`src/rtl/frost32_irq_ctrl.sv`:
```
// Frost32 interrupt controller: edge-detects NUM_SRC async request lines, masks and
// prioritises the pending bits, and holds one interrupt/vector pair until the CPU acks it.
module frost32_irq_ctrl #(
    parameter int unsigned NUM_SRC = 8,
    parameter int unsigned VEC_W   = $clog2(NUM_SRC)
) (
    input  logic               clk,
    input  logic               rst_n,
    input  logic [NUM_SRC-1:0] irq_src,
    input  logic               cfg_we,
    input  logic [1:0]         cfg_addr,
    input  logic [31:0]        cfg_wdata,
    output logic [31:0]        cfg_rdata,
    input  logic               int_ack,
    output logic               interrupt,
    output logic [VEC_W-1:0]   int_vector
);

    typedef enum logic [1:0] {
        IDLE    = 2'd0,
        ASSERT  = 2'd1,
        HOLDOFF = 2'd2
    } state_t;

    state_t             state, state_next;
    logic [NUM_SRC-1:0] sync1, sync2, prev;
    logic [NUM_SRC-1:0] src_rise, pending, mask, cand;
    logic [NUM_SRC-1:0] clr, sw_set, ack_clr, wdata_src;
    logic [1:0]         warm;
    logic               global_en;
    logic               wr_mask, wr_clear, wr_ctrl, wr_set;
    logic               ack_now, latch_vec, enc_hit;
    logic [VEC_W-1:0]   enc_vec;
    logic               unused_wdata;

    assign wdata_src    = cfg_wdata[NUM_SRC-1:0];
    assign unused_wdata = ^cfg_wdata;

    // A line already high when reset releases is taken as a level, not an edge:
    // rises only count once prev holds a post-reset sample.
    always_ff @(posedge clk or negedge rst_n) begin
        if (!rst_n) begin
            sync1 <= '0;
            sync2 <= '0;
            prev  <= '0;
            warm  <= '0;
        end else begin
            sync1 <= irq_src;
            sync2 <= sync1;
            prev  <= sync2;
            if (warm != 2'd3)
                warm <= warm + 2'd1;
        end
    end

    assign src_rise = (warm == 2'd3) ? (sync2 & ~prev) : '0;

    assign wr_mask  = cfg_we && (cfg_addr == 2'd0);
    assign wr_clear = cfg_we && (cfg_addr == 2'd1);
    assign wr_ctrl  = cfg_we && (cfg_addr == 2'd2);
    assign wr_set   = cfg_we && (cfg_addr == 2'd3);

    assign ack_now = (state == ASSERT) && int_ack;
    assign ack_clr = ack_now ? ({{(NUM_SRC-1){1'b0}}, 1'b1} << int_vector) : '0;
    assign clr     = ack_clr | (wr_clear ? wdata_src : '0);
    assign sw_set  = wr_set ? wdata_src : '0;
    assign cand    = pending & mask;

    always_ff @(posedge clk or negedge rst_n) begin
        if (!rst_n) begin
            pending   <= '0;
            mask      <= '0;
            global_en <= 1'b0;
        end else begin
            pending <= (pending & ~clr) | src_rise | sw_set;
            if (wr_mask)
                mask <= wdata_src;
            if (wr_ctrl)
                global_en <= cfg_wdata[0];
        end
    end

    always_comb begin
        enc_vec = '0;
        enc_hit = 1'b0;
        for (int unsigned i = 0; i < NUM_SRC; i++) begin
            if (cand[i] && !enc_hit) begin
                enc_hit = 1'b1;
                enc_vec = VEC_W'(i);
            end
        end
    end

    always_comb begin
        state_next = state;
        latch_vec  = 1'b0;
        case (state)
            IDLE: begin
                if (global_en && enc_hit) begin
                    state_next = ASSERT;
                    latch_vec  = 1'b1;
                end
            end
            ASSERT: begin
                if (int_ack)
                    state_next = HOLDOFF;
            end
            HOLDOFF: state_next = IDLE;
            default: state_next = IDLE;
        endcase
    end

    always_ff @(posedge clk or negedge rst_n) begin
        if (!rst_n) begin
            state      <= IDLE;
            interrupt  <= 1'b0;
            int_vector <= '0;
        end else begin
            state     <= state_next;
            interrupt <= (state_next == ASSERT);
            if (latch_vec)
                int_vector <= enc_vec;
        end
    end

    always_comb begin
        cfg_rdata = '0;
        case (cfg_addr)
            2'd0: cfg_rdata[NUM_SRC-1:0] = mask;
            2'd1: cfg_rdata[NUM_SRC-1:0] = pending;
            2'd2: begin
                cfg_rdata[0]            = global_en;
                cfg_rdata[9:8]          = state;
                cfg_rdata[10 +: VEC_W]  = int_vector;
            end
            default: cfg_rdata[NUM_SRC-1:0] = cand;
        endcase
    end

endmodule

```
`config.mk`:
```
export PLATFORM = sky130hd
export DESIGN_NAME = frost32_irq_ctrl
export DESIGN_NICKNAME = d
export VERILOG_FILES = /design/src/rtl/frost32_irq_ctrl.sv
export SDC_FILE = /design/constraint.sdc
export NUM_CORES = 1
export LEC_CHECK = 0
export ABC_AREA = 1
export CORE_MARGIN = 3
export CORE_UTILIZATION = 44
export DETAILED_ROUTE_END_ITERATION = 6
export MAX_ROUTING_LAYER = met4
export PLACE_DENSITY = 0.85
export SLEW_MARGIN = 20
export SYNTH_ARGS = -nofsm -noshare
export SYNTH_HDL_FRONTEND = slang
export SYNTH_SLANG_ARGS = --single-unit
export TNS_END_PERCENT = 1
```
`constraint.sdc`:
```
create_clock -name clk -period 1.7 [get_ports clk]
set_clock_uncertainty 0.05 [all_clocks]
set_input_delay 0.34 -clock clk [delete_from_list [all_inputs] [get_ports clk]]
set_output_delay 0.34 -clock clk [all_outputs]
set_load 0.1 [all_outputs]
```
==> results.py <==
metrics = {
    "synth": {
        "ys_warn_count": 0,
        "synth_cell_types": 25,
        "ys_seq_elements": 49,
        "syn-mean-instance-area_um2": 9.81,
        "yosysSeqAreaShare_pct": 54.1,
        "syn_inst": 231,
        "synth.cell_area_mm2": 0.00227,
    },
    "finish": {
        "nets": 336,
        "final_common_cell": "nand2_1",
        "area_growth_syn_to_layout_pct": 40.2,
        "fin_area_mm2": 0.00318,
        "utilization_pct": 65.5,
        "antennaDiodeCount": 0,
        "layout_common_cells": "nand2_1 (49), dfrtp_1 (46), nand3_1 (21)",
        "fill_cells": 373,
        "multi_input_area_um2": 982,
        "regArea_mm2": 0.00123,
        "layoutNonFillerInstCount": 357,
        "layout-drive-gt1-share_pct": 31.4,
    },
    "power_and_ir_drop": {
        "leakagePower_nw": 1.43,
        "ir_worst_vdd_mv": 0.701,
        "power_density_mw_per_mm2": 1320,
    },
    "setup_path": {
        "required_ps": 1310,
        "cp_data_arrival_time_ps": 1360,
        "cp-end-kind": "output port",
        "worstPathMaxFanout": 8,
        "r2r_setup_slack_ps": 170,
        "cp-start-kind": "input port",
        "worst-setup-path-type": "in -> out",
    },
    "clock_network": {
        "cts_tree": "built",
        "numCtsBuffers": 5,
        "cts_max_level": 2,
        "post-cts-setup-buffers": 0,
        "clock-root-buffer": "clkbuf_8",
        "clkSinkCount": 49,
        "cts_max_path_buffers": 2,
        "path_clk_slew_ps": 90,
        "clk_latency_ps": 310,
    },
    "drt": {
        "drtIter0Drc": 102,
        "avgViaCountPerCell": 4.92,
        "drt-total-wl_um": 4990,
        "drc": 0,
        "ant_nets": 0,
        "vias": 1757,
        "first_pass_iters": 4,
        "wl_per_cell_um": 14.0,
    },
    "outcome": {
        "violations": "negative setup slack",
        "status": "complete, but fails checks",
    },
    "floorplanning": {
        "die_w_um": 77.8,
        "die_area_mm2": 0.00605,
        "num_rows": 25,
        "dieHeight_um": 77.8,
        "start_util_pct": 46.8,
        "core_mm2": 0.00485,
        "ioPinCount": 82,
    },
    "timing": {
        "fin_setup_tns_ps": -112,
        "slew_headroom_pct": 58.5,
        "setup_violations": 6,
        "period_minus_slack_ps": 1750,
        "timing.final.crit_share_pct": 103,
        "hold_viol": 0,
        "slew_violations": 0,
        "rsz0062_at_grt": "yes",
        "max_freq_mhz": 573,
        "worst_pin_slew_ps": 622,
        "worst_slack_ps": -45.2,
    },
    "hold_path": {
        "min-delay-path-class": "reg -> reg",
    },
    "global_routing": {
        "gr-usage-all-layers_pct": 18.1,
        "grt_max_degree": 28,
        "antenna_found_initial": 0,
        "grt_pass1_wl_um": 8370,
        "grt_pass1_vias": 1872,
        "grt-ovfl-total": 0,
    },
    "flow_run": {
        "drv_cap": 0,
    },
    "placed_design": {
        "placed_area_mm2": 0.00302,
        "routabilityCongestion": 0.880,
        "port_buffers": 38,
        "dp_hpwl_um": 3860,
        "dp.cells": 349,
    },
}
-- worst max-delay path: stages --
cell and delay [ps]:
buf_6 100, buf_6 110, nor2_4 220, a21oi_2 40
o21bai_1 160, buf_4 150, clkinvlp_4 70, buf_12 160
-- logic make-up (layout without fill, tap and decap cells) --
logic type                 count (synthesis)  count (layout)  synth area share [%]
DFF                                       49              49                  54.1
muxes                                      8               8                  5.13
AOI/OAI and AO/OA                         22              22                  6.07
buffers and inverters                     44              85                  10.6
xor gates and xnor gates                   1               1                 0.386
and+or+nand+nor                          105             105                  23.0
adders and majority gates                  1               1                 0.552
other                                      1              19                 0.165
-- synth_stat cells --
master,n,area (µm²)
nor2_2,4,25.0
mux2_2,1,11.3
a41oi_1,1,8.76
ha_1,1,12.5
conb_1,1,3.75
o21ai_0,5,25.0
nand3b_1,8,60.1
o21bai_1,7,52.6
xnor2_1,1,8.76
nor3_4,1,16.3
nor2_4,1,11.3
nand4_2,1,12.5
buf_4,20,150
dfrtp_1,49,1230
nand2_2,1,6.26
inv_1,23,86.3
nor2_1,8,30.0
nand2_4,1,11.3
a21oi_1,8,40.0
nand2_1,50,188
nand3_1,21,105
o21bai_2,1,11.3
mux2_4,7,105
nand4_1,9,56.3
clkbuf_1,1,3.75
-- area by class of cell --
class / count / area share, %
clock inverter: 2 / 0.512
tap: 67 / 2.64
clock buffer: 6 / 2.60
inverter: 23 / 3.54
sequential: 49 / 38.8
timing repair buffer: 54 / 21.0
multi-input combinational: 156 / 30.9
-- state kept, by name, indices dropped and copies added, names as in the netlist --
signal / flops
int_vector: 3
pending: 8
warm: 2
prev: 8
interrupt: 1
sync1: 8
global_en: 1
sync2: 8
mask: 8
state: 2
-- through the flow --
stage | hold WS [ps] | total power, mW | setup slack (ps)
after global placement | 282 | 3.40 | -485
after CTS | 307 | 4.20 | -44.6
final | 305 | 4.20 | -45.2
after floorplan | -5.59 | 2.81 | -114
after global routing | 320 | 4.39 | -101
after detailed placement | 286 | 3.44 | -502
-- path summary, 6_finish.rpt --
check,startpoint,to,depth (start not counted)
setup / recovery,cfg_addr[0],cfg_rdata[7],8
hold / removal,sync1[4],sync2[4],0
setup reg to reg,pending[0],state[0],6
hold reg to reg,sync1[4],sync2[4],0
max in group asynchronous,rst_n,sync1[2],3
min in group asynchronous,rst_n,prev[2],2
-- report_power, final --
group,total (mW),internal [mW],switching (mW)
sequential,1.53,1.34,0.196
combinational,1.93,0.638,1.29
clock,0.735,0.335,0.400
total,4.20,2.31,1.89
-- per-layer routing --
| metal | global-route usage (%) | vias to the layer above | routed length [µm] |
|---|---|---|---|
| met5 | - | - | 0 |
| met3 | 4.52 | 13 | 279 |
| met2 | 31.4 | 57 | 2690 |
| met1 | 19.8 | 851 | 1910 |
| met4 | 7.47 | 0 | 113 |
| li1 | - | 836 | - |
-- what timing repair did --
action                                  4_1_cts  5_1_grt
endpoints found under the setup margin       13       11
resized for setup                            21        5
endpoints found under the hold margin        17        0
hold buffers                                  1        0
pin swaps                                     4        0
No activity file was read; power rests on OpenSTA's default activity.
